File: config.mk
export PLATFORM = sky130hd
export DESIGN_NAME = mult_diya_fp32
export DESIGN_NICKNAME = d
export VERILOG_FILES = /design/src/rtl/mult_diya_fp32.sv
export SDC_FILE = /design/constraint.sdc
export NUM_CORES = 2
export LEC_CHECK = 0
export CAP_MARGIN = 20
export CORE_MARGIN = 3
export CORE_UTILIZATION = 45
export CTS_BUF_LIST = sky130_fd_sc_hd__clkbuf_4 sky130_fd_sc_hd__clkbuf_8
export DETAILED_ROUTE_END_ITERATION = 10
export PLACE_DENSITY = 0.63
export SYNTH_ARGS = -nofsm -noshare
export SYNTH_HDL_FRONTEND = slang
export SYNTH_SLANG_ARGS = --single-unit
export TNS_END_PERCENT = 50
File: constraint.sdc
create_clock -name clk -period 0.9 [get_ports clk]
set_input_delay 0.225 -clock clk [delete_from_list [all_inputs] [get_ports clk]]
set_output_delay 0.225 -clock clk [all_outputs]
set_load 0.01 [all_outputs]
File: src/rtl/mult_diya_fp32.sv
// -----------------------------------------------------------------------------
// mult_diya_fp32
//   IEEE-754 binary32 multiplier, round-to-nearest-even, one register stage.
//   Subnormal operands are read as signed zero, and subnormal results are
//   flushed to signed zero. NaN payloads are propagated and quieted.
//
// Ports
//   clk        in   1   system clock, rising edge
//   nRST       in   1   asynchronous active-low reset
//   valid_in   in   1   data1/data2 carry an operand pair this cycle
//   data1      in  32   operand A (binary32)
//   data2      in  32   operand B (binary32)
//   result     out 32   registered product (binary32), held while idle
//   valid_out  out  1   result holds the product of the previous cycle's pair
// -----------------------------------------------------------------------------
module mult_diya_fp32 (
   input  logic        clk,
   input  logic        nRST,
   input  logic        valid_in,
   input  logic [31:0] data1,
   input  logic [31:0] data2,
   output logic [31:0] result,
   output logic        valid_out
);

   localparam logic [31:0] CANON_NAN = 32'h7FC0_0000;

   // Operand fields
   logic       sign_a, sign_b, sign_p;
   logic [7:0] exp_a, exp_b;
   logic [22:0] frac_a, frac_b;

   assign sign_a = data1[31];
   assign sign_b = data2[31];
   assign exp_a  = data1[30:23];
   assign exp_b  = data2[30:23];
   assign frac_a = data1[22:0];
   assign frac_b = data2[22:0];
   assign sign_p = sign_a ^ sign_b;

   // Operand classes. A zero exponent covers both true zero and subnormals,
   // which this unit treats as zero.
   logic a_nan, b_nan, a_inf, b_inf, a_zero, b_zero;

   assign a_nan  = (exp_a == 8'hFF) && (frac_a != 23'd0);
   assign b_nan  = (exp_b == 8'hFF) && (frac_b != 23'd0);
   assign a_inf  = (exp_a == 8'hFF) && (frac_a == 23'd0);
   assign b_inf  = (exp_b == 8'hFF) && (frac_b == 23'd0);
   assign a_zero = (exp_a == 8'd0);
   assign b_zero = (exp_b == 8'd0);

   // Finite datapath
   logic [47:0]        prod;
   logic               norm;
   logic [22:0]        mant;
   logic               guard_bit, round_bit, sticky_bit, round_up;
   logic [23:0]        mant_rnd;
   logic               rnd_carry;
   logic signed [9:0]  exp_final;
   logic [31:0]        finite_res;
   logic [31:0]        result_d;
   logic [31:0]        result_q;
   logic               valid_q;

   assign prod = {1'b1, frac_a} * {1'b1, frac_b};
   assign norm = prod[47];

   // NOTE: every signal assigned in always_comb gets a default on entry so
   // no path leaves it unassigned; otherwise synthesis infers a latch.
   always_comb begin
      mant       = prod[45:23];
      guard_bit  = prod[22];
      round_bit  = prod[21];
      sticky_bit = |prod[20:0];
      if (norm) begin
         // Product in [2,4): take the leading one at bit 47 instead.
         mant       = prod[46:24];
         guard_bit  = prod[23];
         round_bit  = prod[22];
         sticky_bit = |prod[21:0];
      end
   end

   // Ties-to-even: on an exact half, round up only if the kept LSB is odd.
   assign round_up  = guard_bit & (round_bit | sticky_bit | mant[0]);
   assign mant_rnd  = {1'b0, mant} + {23'd0, round_up};
   // A carry out of the fraction means 1.111..1 rounded to 10.000..0; the
   // fraction bits are then already zero, so only the exponent moves.
   assign rnd_carry = mant_rnd[23];

   assign exp_final = $signed({2'b00, exp_a}) + $signed({2'b00, exp_b})
                    - 10'sd127
                    + $signed({9'd0, norm})
                    + $signed({9'd0, rnd_carry});

   always_comb begin
      finite_res = {sign_p, exp_final[7:0], mant_rnd[22:0]};
      if (exp_final >= 10'sd255) begin
         finite_res = {sign_p, 8'hFF, 23'd0};
      end else if (exp_final <= 10'sd0) begin
         finite_res = {sign_p, 31'd0};
      end
   end

   // Special-case selection, highest priority first.
   always_comb begin
      result_d = finite_res;
      if (a_nan) begin
         result_d = data1 | 32'h0040_0000;
      end else if (b_nan) begin
         result_d = data2 | 32'h0040_0000;
      end else if ((a_inf && b_zero) || (b_inf && a_zero)) begin
         result_d = CANON_NAN;
      end else if (a_inf || b_inf) begin
         result_d = {sign_p, 8'hFF, 23'd0};
      end else if (a_zero || b_zero) begin
         result_d = {sign_p, 31'd0};
      end
   end

   // NOTE: sequential state uses non-blocking assignments so every register
   // samples the pre-edge value of every other, independent of block order.
   always_ff @(posedge clk or negedge nRST) begin
      if (!nRST) begin
         result_q <= 32'h0000_0000;
         valid_q  <= 1'b0;
      end else begin
         valid_q <= valid_in;
         if (valid_in) begin
            result_q <= result_d;
         end
      end
   end

   assign result    = result_q;
   assign valid_out = valid_q;

endmodule

# Yosys cells after proc, flatten, opt, wreduce, memory -nomap -nowiden
# Index checks and enable logic that the tools add are counted.
[totals]
word_cells = 44
register_bits = 33
output_inout_bits = 33
input_bits = 67
[classes]
eq_ne = 2
n_reduce_logical = 17
mux = 11
multipliers = 1
magnitude_cmp = 2
bitwise_logic = 4
add_sub_neg = 5
[op_table]
columns = ["operator", "count"]
rows = [
  ["31-bit 2-to-1 mux", 4],
  ["32-bit 2-to-1 mux", 3],
  ["24-bit by 24-bit multiplier with 48-bit output", 1],
  ["23-bit logical NOT", 2],
  ["23-bit nonzero test", 2],
  ["23-bit by 1-bit adder with 24-bit output", 1],
  ["23-bit 2-to-1 mux", 1],
  ["22-bit OR reduction", 1],
  ["21-bit OR reduction", 1],
  ["10-bit by 2-bit adder with 10-bit output", 2],
  ["8-bit equality test (second input constant)", 2],
  ["8-bit logical NOT", 2],
  ["10-bit by 9-bit greater-or-equal comparator with 1-bit output (second input constant)", 1],
  ["10-bit by 1-bit less-or-equal comparator with 1-bit output (second input constant)", 1],
  ["9-bit by 7-bit subtractor with 10-bit output (second input constant)", 1],
  ["8-bit by 8-bit adder with 9-bit output", 1],
  ["1-bit logical AND", 6],
  ["1-bit logical OR", 3],
  ["1-bit 2-to-1 mux", 3],
  ["1-bit bitwise OR", 2],
  ["1-bit AND", 1],
  ["1-bit bitwise XOR", 1],
]

# Longest topological paths before layout
[logic_depth]
depth_word = 16
mapped_depth = 46
depth_no_buf = 42

# Worst setup path before layout
# Ideal clock, no wire load.
[synth_timing]
path_kind = "input port to flip-flop"
from = "input port data1[17]"
to = "register result_q[4] (netlist: result[4])"
path_slack_ns = -10.163
arrival_time_ns = 10.938
setup_ns = 0.125
t_required_ns = 0.775
n_path_buf = 4
stages = 43
path_cell_list = "clkbuf_1 -> clkbuf_1 -> nand2_1 -> fa_1 -> inv_1 -> fa_1 -> inv_1 -> fa_1 -> inv_1 -> fa_1 -> fa_1 -> fa_1 -> inv_1 -> fa_1 -> inv_1 -> ha_1 -> clkbuf_1 -> nand2_1 -> (+7 left out) -> or4b_1 -> or4_1 -> nor3_1 -> fa_1 -> inv_1 -> fa_1 -> nor2b_1 -> o21a_1 -> o21ai_0 -> nand2b_1 -> a211oi_1 -> or2_2 -> o41ai_1 -> nor2_1 -> clkbuf_1 -> a32oi_1 -> o21ai_0 -> mux2_2"
[synth_between]
elab_chain_cells = 16
elab_cells_between_ends = 29
classes_between = "add/sub: 3; mul: 1; order compare: 2; mux: 11; bitwise: 3; reduce/logical: 9"
[synth_lines]
columns = ["element", "line_no", "source"]
rows = [
  ["start: declaration", "20", "input logic [31:0] data1,"],
  ["24-bit by 24-bit multiplier with 48-bit output", "65", "assign prod = {1'b1, frac_a} * {1'b1, frac_b};"],
  ["22-bit OR reduction / 21-bit OR reduction (equally long branches)", "80, 74", ""],
  ["1-bit 2-to-1 mux", "75", "if (norm) begin"],
  ["1-bit bitwise OR (2 in series)", "85", "assign round_up = guard_bit & (round_bit | sticky_bit | mant[0]);"],
  ["1-bit AND", "85", ""],
  ["23-bit by 1-bit adder with 24-bit output", "86", "assign mant_rnd = {1'b0, mant} + {23'd0, round_up};"],
  ["10-bit by 2-bit adder with 10-bit output", "94", "+ $signed({9'd0, rnd_carry});"],
  ["10-bit by 1-bit less-or-equal comparator with 1-bit output", "100", "end else if (exp_final <= 10'sd0) begin"],
  ["31-bit 2-to-1 mux", "100", ""],
  ["31-bit 2-to-1 mux", "98", "if (exp_final >= 10'sd255) begin"],
  ["31-bit 2-to-1 mux", "116", "end else if (a_zero || b_zero) begin"],
  ["31-bit 2-to-1 mux", "114", "end else if (a_inf || b_inf) begin"],
  ["32-bit 2-to-1 mux", "112", "end else if ((a_inf && b_zero) || (b_inf && a_zero)) begin"],
  ["32-bit 2-to-1 mux", "110", "end else if (b_nan) begin"],
  ["32-bit 2-to-1 mux *", "108", "if (a_nan) begin"],
  ["end signal: assignment", "130", "result_q <= result_d;"],
  ["end: declaration", "62", "logic [31:0] result_q;"],
]
# Mark *: on every way between the ends. The rest lies on a longest branch, timed or not.
# A chain may end at the register's enable or synchronous reset.

# Worst setup path after layout
[layout_timing]
from = "input port data1[15]"
to = "register result_q[21] (netlist: result[21])"
# The elaborated chain is that of the path after synthesis.

==> results.md <==
* Layout Cells excl Fill at 4020
* Post-DRT Antenna Nets at 0
* CP startpoint kind: input port
* Clock Latency Late Sink at 0.29 ns
* CTS tree: done
* Post-Route WL at 89.54 mm
* GP Congestion at 0.9600
* Number of synthesized flops with an enable pin at 0
* Clock sink total at 33
* Share of cells above drive strength 1 at 0.3001
* Worst Max-Slew Pin Slew at 0.7167 ns
* Final #Nets at 4084
* Initial antenna violation count at 4
* Syn Inst Count at 2735
* Syn. warnings at 0
* Via count at 22010
* Vias in the first global route at 23820
* Layout Skew at 0 ns
* 1st-iter DRT viols at 1753
* First-pass GRT wire length at 138.0 mm
* Reg-to-reg slack, setup at -0.02 ns
* Post-synth ARST share at 1.000
* Min cycle time layout at 10.45 ns
* Die Y at 231.9 µm
* Placed Cells at 3859
* DRT Pass-1 Iters at 5
* Synth unique cells at 84
* Relative slew slack at 0.5222
* Critical path peak fanout at 6
* Core Area at 0.05027 mm²
* Period Utilization, post-route at 11.62
* Die W at 231.9 µm
* CTS root buf: clkbuf_8
* Critical Path Sink Type: flip-flop
* Mapped cell area at 0.02296 mm²
* Drc violations at 0
* Synthesized flop and latch total at 33
* Synth area leaders: fa_1 (42%), ha_1 (10%), inv_1 (9.7%)
* MaxCap Viol Count at 0
* DPL Wire Length at 65.92 mm
* Largest net degree at the start of global routing at 37
* Critical Setup Path Class: input port to flip-flop
* Layout Area Growth over Synthesis at 37.49%
* Critical path arrival at 10.68 ns
* Die area at 0.05377 mm²
* Tightest Hold Check Type: input port to async pin
* Dominant synthesized flop cell: dfrtp_1
* Final setup fails at 65
* Port bufs at 99
* Seq/Total Area, Yosys at 0.03596
* Mapped Avg Cell Area at 8.396 µm²
* Failing checks: negative setup slack
* Crit path setup slack, layout at -9.554 ns
* Initial Util at 0.4567
* Row count at 82
* Routed vias/inst at 5.474
* Wire per inst at 22.27 µm
* Worst R2R Path Depth at 3
* Clk buf depth at 2
* Critical register-to-register path endpoint: result[17]
* Synth top cells by count: inv_1 (596), fa_1 (484), nand2_1 (339)
* Tot GR Track Use at 0.3366
* Hold Vio Cnt, Final at 0
* RSZ-0062 raised after global routing: yes
* Fin. max-slew vios at 0
* FF-to-FF Start: result[17]
* Clk pin slew, worst setup/hold paths at 0.08 ns
* CP peak stage delay at 0.61 ns
* Most frequent cell after synthesis: inv_1
* I/O pins at 100
* Crit path top cell by count: fa_1
* FMAX at 95.65 MHz
* CTS Buf Count at 5
* Top cell type by total area after synthesis: fa_1
* Status: complete, but fails checks
* GRT overflow at 0
* H-tree Lvls at 2
* Share of the synthesized area in the top cell type at 0.4220
* Worst endpoint required time at 1.12 ns
* Synthesized Nets at 3474
* Hold-fix buffers, CTS at 0
* Slowest-stage cell, CP: fa_1
[kinds of logic (layout without fill, tap and decap cells)]
family	Yosys count	in the layout	synth area share
adders and majority gates	672	672	0.5244
AOI/OAI and AO/OA	307	307	0.08767
DFF	33	33	0.03596
buffers and inverters	744	1355	0.1227
muxes	19	19	0.008664
other	0	2	0
and+or+nand+nor	896	896	0.1962
xor gates and xnor gates	64	64	0.02441
[worst max path at each step]
stage | start | end | slack [ns] | cells after the start
finish | data1[15] | result[21] | -9.55 | 44
global route | data1[8] | result[15] | -9.79 | 45
CTS | data2[0] | result[17] | -9.45 | 46
detailed placement | data1[8] | result[2] | -10.39 | 42
global placement | data1[10] | result[1] | -10.22 | 40
floorplan | data2[5] | result[4] | -9.13 | 44
[flip-flops by register name, summed over array words and instances, names as in the netlist]
signal / count
valid_out: 1
result: 32
[metal layers]
metal	vias to the layer above	share of wire	global-route usage
met1	11010	0.39	0.4342
met5	-	0.00034	0
met2	1036	0.45	0.5328
li1	9634	-	-
met3	320	0.093	0.07471
met4	4	0.066	0.1731
[final cells by class]
cell class | count | area, µm²
Multi-Input combinational cell | 1958 | 20390
Fill cell | 4181 | 18700
Timing Repair Buffer | 746 | 7117
Inverter | 601 | 2273
Tap cell | 672 | 840.8
Sequential cell | 33 | 825.8
Clock buffer | 7 | 90.09
Clock inverter | 1 | 30.03
Antenna cell | 2 | 5.005
[timing repair]
action / in CTS / in global routing
endpoints found under the hold margin: 0 / 0
resized for setup: 469 / 203
gates cloned: 27 / 2
pin swaps: 117 / 114
endpoints found under the setup margin: 65 / 65
buffers inserted: 100 / 33
[worst max-delay path, delay by kind of cell]
| family | cells | cell delay (ns) |
|---|---|---|
| adders and majority gates | 10 | 4.43 |
| AOI/OAI and AO/OA | 10 | 1.82 |
| buffers and inverters | 11 | 1.19 |
| xor gates and xnor gates | 2 | 0.27 |
| and+or+nand+nor | 10 | 2.45 |
| muxes | 1 | 0.28 |
[cell usage in the layout, fill, tap and decap left out, types with 15 or more instances in the layout]
cell and instances:
nor4_1 16, dfrtp_1 33, nand4_1 28, buf_6 60
xnor2_1 33, a21oi_2 25, a21oi_1 77, fa_1 457
and2_4 29, nand2_1 320, inv_2 42, ha_1 170
buf_2 32, o21ai_0 39, fa_2 27, nor2_1 114
xor2_1 24, clkdlybuf4s50_1 19, a21o_1 21, buf_4 525
nand3_1 32, and2_1 223, nand2_2 15, inv_1 551
ha_4 17, buf_12 52
[through the flow]
step           setup slack [ns]  TNS (ns)  cell area (µm²)  hold WS [ns]    util
6_report                 -9.554   -296.93            31570        0.2877  0.6280
5_1_grt                  -9.792   -304.15            31570        0.3076  0.6279
4_1_cts                  -9.453   -298.15            30930        0.2964  0.6153
3_5_place_dp             -10.39   -323.51            28730        0.5232  0.5714
3_3_place_gp             -10.22   -319.81            28730        0.5108  0.5714
2_1_floorplan            -9.129   -274.73            23410      -0.07059       -
Power is not shown: default switching activity piles up to over one toggle a cycle in this logic, so the estimate is an artifact.
